===== config.mk =====
export PLATFORM = sky130hd
export DESIGN_NAME = paddle_ctl
export DESIGN_NICKNAME = d
export VERILOG_FILES = /design/src/rtl/pong_pkg.sv /design/src/rtl/sync2.sv /design/src/rtl/paddle_ctl.sv
export SDC_FILE = /design/constraint.sdc
export NUM_CORES = 1
export LEC_CHECK = 0
export BUFFER_PORTS_ARGS = -buffer_cell sky130_fd_sc_hd__buf_2
export CAP_MARGIN = 20
export CORE_UTILIZATION = 43
export DETAILED_ROUTE_END_ITERATION = 8
export SYNTH_ARGS = -nofsm -noshare
export SYNTH_HDL_FRONTEND = slang
export SYNTH_SLANG_ARGS = --single-unit

===== constraint.sdc =====
create_clock -name pclk -period 4.44 [get_ports pclk]
set_clock_uncertainty 0.2 [all_clocks]
set_input_delay 1.11 -clock pclk [delete_from_list [all_inputs] [get_ports pclk]]
set_output_delay 1.11 -clock pclk [all_outputs]
set_load 0.02 [all_outputs]

===== src/rtl/pong_pkg.sv =====
// Shared constants and types for the pong datapath: screen geometry, paddle FSM states,
// direction encoding and the wall-clamped position step.
package pong_pkg;

  localparam int SCREEN_H = 768;
  localparam int PADDLE_H = 80;

  typedef enum logic [1:0] {HOLD, RAMP, CRUISE} pstate_e;
  typedef enum logic {UP = 1'b0, DOWN = 1'b1} dir_e;

  // Move y by s toward dir, saturating at 0 and ymax (13-bit unsigned throughout).
  function automatic logic [12:0] step_pos(input logic [12:0] y, input logic [12:0] s,
                                           input dir_e dir, input logic [12:0] ymax);
    if (dir == UP) return (y < s) ? 13'd0 : y - s;
    return (y + s > ymax) ? ymax : y + s;
  endfunction

endpackage


===== src/rtl/sync2.sv =====
// Two-flop synchroniser for a single asynchronous level into the pclk domain.
module sync2 (
  input  logic pclk,
  input  logic rst,
  input  logic d,
  output logic q
);

  logic meta;

  always_ff @(posedge pclk or negedge rst) begin
    if (!rst) begin
      meta <= 1'b0;
      q    <= 1'b0;
    end else begin
      meta <= d;
      q    <= meta;
    end
  end

endmodule


===== src/rtl/paddle_ctl.sv =====
// Player paddle position controller: once per frame (vblank rise) samples the buttons
// and moves y_pos with speed ramping and wall clamping.
module paddle_ctl
  import pong_pkg::*;
#(
  parameter int SCREEN_H     = pong_pkg::SCREEN_H,
  parameter int PADDLE_H     = pong_pkg::PADDLE_H,
  parameter int SPEED_MIN    = 2,
  parameter int SPEED_MAX    = 8,
  parameter int SPEED_STEP   = 2,
  parameter int ACCEL_FRAMES = 8
) (
  input  logic        pclk,
  input  logic        rst,
  input  logic        vblnk_in,
  input  logic        btn_up,
  input  logic        btn_down,
  input  logic        recentre,
  output logic [11:0] y_pos,
  output logic        frame_tick,
  output logic        moving
);

  localparam int CW = $clog2(ACCEL_FRAMES) + 1;
  localparam logic [12:0]   Y_MAX    = 13'(SCREEN_H - PADDLE_H);
  localparam logic [12:0]   Y_CENTRE = 13'((SCREEN_H - PADDLE_H) / 2);
  localparam logic [7:0]    S_MIN    = 8'(SPEED_MIN);
  localparam logic [7:0]    S_MAX    = 8'(SPEED_MAX);
  localparam logic [7:0]    S_STEP   = 8'(SPEED_STEP);
  localparam logic [CW-1:0] CNT_LAST = CW'(ACCEL_FRAMES - 1);

  logic up_s, down_s, rec_s;

  sync2 u_sync_up   (.pclk(pclk), .rst(rst), .d(btn_up),   .q(up_s));
  sync2 u_sync_down (.pclk(pclk), .rst(rst), .d(btn_down), .q(down_s));
  sync2 u_sync_rec  (.pclk(pclk), .rst(rst), .d(recentre), .q(rec_s));

  pstate_e       state, state_nx;
  dir_e          dir_r, dir_nx, dir_c;
  logic [7:0]    speed, speed_nx, spd_inc;
  logic [CW-1:0] frame_cnt, cnt_nx;
  logic [12:0]   y13, y_nx, step;
  logic          vblnk_d, tick;

  // vblnk_d resets high so a vblank already active at reset release is not a tick.
  assign tick    = vblnk_in & ~vblnk_d;
  assign y13     = {1'b0, y_pos};
  assign dir_c   = dir_e'(down_s);
  assign spd_inc = speed + S_STEP;

  always_comb begin
    state_nx = state;
    speed_nx = speed;
    cnt_nx   = frame_cnt;
    dir_nx   = dir_r;
    y_nx     = y13;
    step     = 13'(S_MIN);
    if (rec_s) begin
      y_nx     = Y_CENTRE;
      state_nx = HOLD;
      speed_nx = S_MIN;
      cnt_nx   = '0;
    end else if (up_s == down_s) begin
      state_nx = HOLD;
      speed_nx = S_MIN;
      cnt_nx   = '0;
    end else begin
      if (state == HOLD || dir_c != dir_r) begin
        // fresh start or reversal: restart the ramp at minimum speed
        step     = 13'(S_MIN);
        dir_nx   = dir_c;
        speed_nx = S_MIN;
        cnt_nx   = CW'(1);
        state_nx = RAMP;
      end else if (state == CRUISE) begin
        step = 13'(S_MAX);
      end else begin
        step = 13'(speed);
        if (frame_cnt == CNT_LAST) begin
          speed_nx = (spd_inc > S_MAX) ? S_MAX : spd_inc;
          cnt_nx   = '0;
        end else begin
          cnt_nx = frame_cnt + CW'(1);
        end
        if (speed_nx == S_MAX) state_nx = CRUISE;
      end
      y_nx = step_pos(y13, step, dir_c, Y_MAX);
    end
  end

  always_ff @(posedge pclk or negedge rst) begin
    if (!rst) begin
      vblnk_d    <= 1'b1;
      frame_tick <= 1'b0;
      y_pos      <= Y_CENTRE[11:0];
      moving     <= 1'b0;
      state      <= HOLD;
      speed      <= S_MIN;
      frame_cnt  <= '0;
      dir_r      <= UP;
    end else begin
      vblnk_d    <= vblnk_in;
      frame_tick <= tick;
      if (tick) begin
        y_pos     <= y_nx[11:0];
        moving    <= (y_nx != y13);
        state     <= state_nx;
        speed     <= speed_nx;
        frame_cnt <= cnt_nx;
        dir_r     <= dir_nx;
      end
    end
  end

endmodule


==> impl_metrics.env <==
export IMPL_worst_pin_slew_ns=0.801
export IMPL_grt_overflow_total=0
export IMPL_dp_slack_ns=-0.163
export IMPL_clock_sinks=36
export IMPL_setup_viol=0
export IMPL_swShare_pct=40.4
export IMPL_io_pins=20
export IMPL_area_growth_synth_to_final_pct=30.7
export IMPL_wl_per_cell_um=18.7
export IMPL_final_common_cell="buf_4"
export IMPL_grt_antenna_before_repair=0
export IMPL_drc=0
export IMPL_path_class="register to register"
export IMPL_ant_nets=0
export IMPL_dieArea_um2=8000
export IMPL_worstPathCellList="xnor2_4, and3_4, ha_4, inv_2, fa_2, or2_4, a211oi_4, a211oi_2, buf_4, or3_1, o211ai_2, a211o_1, o2bb2ai_1, a221o_1, or4_1, o32a_1"
export IMPL_hold_path_cell_count=0
export IMPL_period_needed_ns=4.44
export IMPL_dpl_hpwl_um=8890
export IMPL_crit_arrival_ns=4.41
export IMPL_synthArstFlopShare_pct=100
export IMPL_final_area_um2=4300
export IMPL_hold_viol=0
export IMPL_max_slew_margin_rel_pct=46.6
export IMPL_track_usage_pct=29.5
export IMPL_ff2ff_path_depth=16
export IMPL_die_h_um=89.5
export IMPL_slowest_stage="or4_1"
export IMPL_rsz0062_at_grt="yes"
export IMPL_cts_root_buf="clkbuf_8"
export IMPL_worst_slack_ns=0.00223
export IMPL_place_area_um2=4060
export IMPL_grt_pass1_wl_um=17500
export IMPL_place_gp_congestion=0.972
export IMPL_pwr_share_seq_pct=29.0
export IMPL_cts_tree="yes"
export IMPL_drtIter0Drc=312
export IMPL_crit_required_ns=4.41
export IMPL_synth_nets=443
export IMPL_p_per_area_nw_per_um2=317
export IMPL_rrSetupSlack_ns=0.002
export IMPL_ys_ff_latch=36
export IMPL_ir_worst_vdd_uv=196
export IMPL_finalCritPeriodShare_pct=99.9
export IMPL_post_layout_nonfiller_instances=605
export IMPL_cp_max_fo=4
export IMPL_n_fill_cell=662
export IMPL_max_cap_violations=0
export IMPL_insertedDiodeCount=0
export IMPL_syn_avg_cell_area_um2=7.89
export IMPL_rows=31
export IMPL_final_nets=531
export IMPL_start_kind="register"
export IMPL_core_area_um2=7330
export IMPL_tns_ns=0
export IMPL_cp_end_kind="register"
export IMPL_dp_cells=592
export IMPL_via_per_inst=5.95
export IMPL_slew_viol_final=0
export IMPL_post_route_util_pct=58.7
export IMPL_seq_area_frac_synth_pct=27.6
export IMPL_ys_warn_count=0
export IMPL_grt_max_degree=37
export IMPL_max_freq_ghz=0.225
export IMPL_numCtsBuffers=5
export IMPL_insertion_delay_ns=0.29
export IMPL_vias=3600
export IMPL_p_clk_share_pct=18.8
export IMPL_firstDrtPassIters=5
export IMPL_critPathMaxStageDelay_ns=0.49
export IMPL_p_total_mw=1.37
export IMPL_start_util_pct=44.9
export IMPL_fin_hold_ws_ns=0.150
export IMPL_combPwrFrac_pct=52.2
export IMPL_hp_class="register to register"
export IMPL_fp_dieW_um=89.5
export IMPL_synthFlopType="dfrtp_1"
export IMPL_clk_pin_slew_ns=0.07
export IMPL_leakage_nw=1.94
export IMPL_grt_pass1_vias=3413
export IMPL_status="finished clean"
export IMPL_port_buffers=19
export IMPL_wl_um=11300
export IMPL_syn_area_um2=3290
export IMPL_p_int_mw=0.813
export IMPL_ys_types=71
export IMPL_layout_common_cells="75 x buf_4, 44 x nand2_1, 42 x nor2_1, 29 x a21oi_1, 28 x dfrtp_1"
export IMPL_clockBufferDepth=2
export IMPL_power_switching_mw=0.552
export IMPL_synth_cells=417
export IMPL_h_tree_depth=2
export IMPL_hold_buffers=0
export IMPL_drive_gt1_share_pct=29.8
export IMPL_synth_edf_count=0
## critical path, delay by kind of cell, from the launching register on
family                     cells  cell delay (ns)
AOI/OAI and AO/OA              7             1.44
and+or+nand+nor                4             1.35
adders and majority gates      2             0.49
DFF                            1             0.44
xor gates and xnor gates       1             0.20
buffers and inverters          2             0.20
## cell type report
| type | instances | area [µm²] | share of cell area, % |
|---|---|---|---|
| Inverter | 24 | 90.1 | 2.09 |
| Sequential cell | 36 | 911 | 21.2 |
| Timing Repair Buffer | 94 | 658 | 15.3 |
| Clock buffer | 8 | 100 | 2.33 |
| Multi-Input combinational cell | 344 | 2420 | 56.2 |
| Tap cell | 99 | 124 | 2.88 |
## flip-flops by register name, summed over array words and instances (netlist names), 2 cells and up
signal     cells
frame_cnt      4
state          2
y_pos         12
speed          8
## cell usage after synthesis (3+ instances only)
cell type	count	area, µm²
o31ai_1	4	30.0
clkbuf_1	9	33.8
nor4_1	6	37.5
ha_1	18	225
nand2_1	46	173
xnor2_1	10	87.6
nand2b_1	12	75.1
a21o_1	3	22.5
nor3_1	10	50.1
o22ai_1	5	31.3
nand4_1	8	50.1
or2_2	6	37.5
a211oi_1	5	37.5
a21oi_1	30	150
or4_1	3	22.5
inv_1	24	90.1
dfrtp_1	30	751
o21ai_0	26	130
o41ai_1	3	26.3
a32oi_1	5	43.8
nor2_1	43	161
nor2b_1	8	50.1
a31oi_1	4	25.0
dfstp_2	6	158
mux2_2	3	33.8
buf_2	4	20.0
a211o_1	4	35.0
nand3_1	10	50.1
o211ai_1	5	37.5
or3_1	5	31.3
and3_1	3	18.8
and2_1	8	50.1
xor2_1	3	26.3
## what timing repair did
| item | CTS | global route |
|---|---|---|
| pin swaps | 11 | 4 |
| buffers inserted | 3 | 2 |
| resized for setup | 15 | 8 |
| endpoints found under the setup margin | 1 | 1 |
## layer usage
layer	share of wire [%]	track usage (%)
met1	45	38.7
met2	47	49.6
met3	4.9	3.05
met4	3.1	12.3
met5	0	0
## logic make-up after synthesis
logic type / count (synthesis) / synth area share [%]
simple gates: 176 / 26.6
compound gates: 130 / 28.2
buf+inv: 37 / 4.37
flops: 36 / 27.6
fa+ha+maj: 20 / 8.06
xor+xnor: 13 / 3.46
mux: 5 / 1.64
## power by group through the flow
stage	combinational, mW	clock, mW	sequential [mW]
global route	0.766	0.277	0.399
detailed placement	0.659	0	0.398
finish	0.712	0.257	0.396
global placement	0.664	0	0.397
floorplan	0.383	0	0.418
CTS	0.689	0.267	0.393
## worst paths after layout
path / from / end
worst max register to register: dir_r$_DFFE_PN0P_ / moving$_DFFE_PN0P_
max in group asynchronous: rst / dir_r$_DFFE_PN0P_
min in group asynchronous: rst / u_sync_up.meta$_DFF_PN0_
worst max-delay path: dir_r$_DFFE_PN0P_ / moving$_DFFE_PN0P_
worst min-delay path: u_sync_down.meta$_DFF_PN0_ / u_sync_down.q$_DFF_PN0_
worst min register to register: u_sync_down.meta$_DFF_PN0_ / u_sync_down.q$_DFF_PN0_
Note: power is estimated with default switching activity, not from simulation.
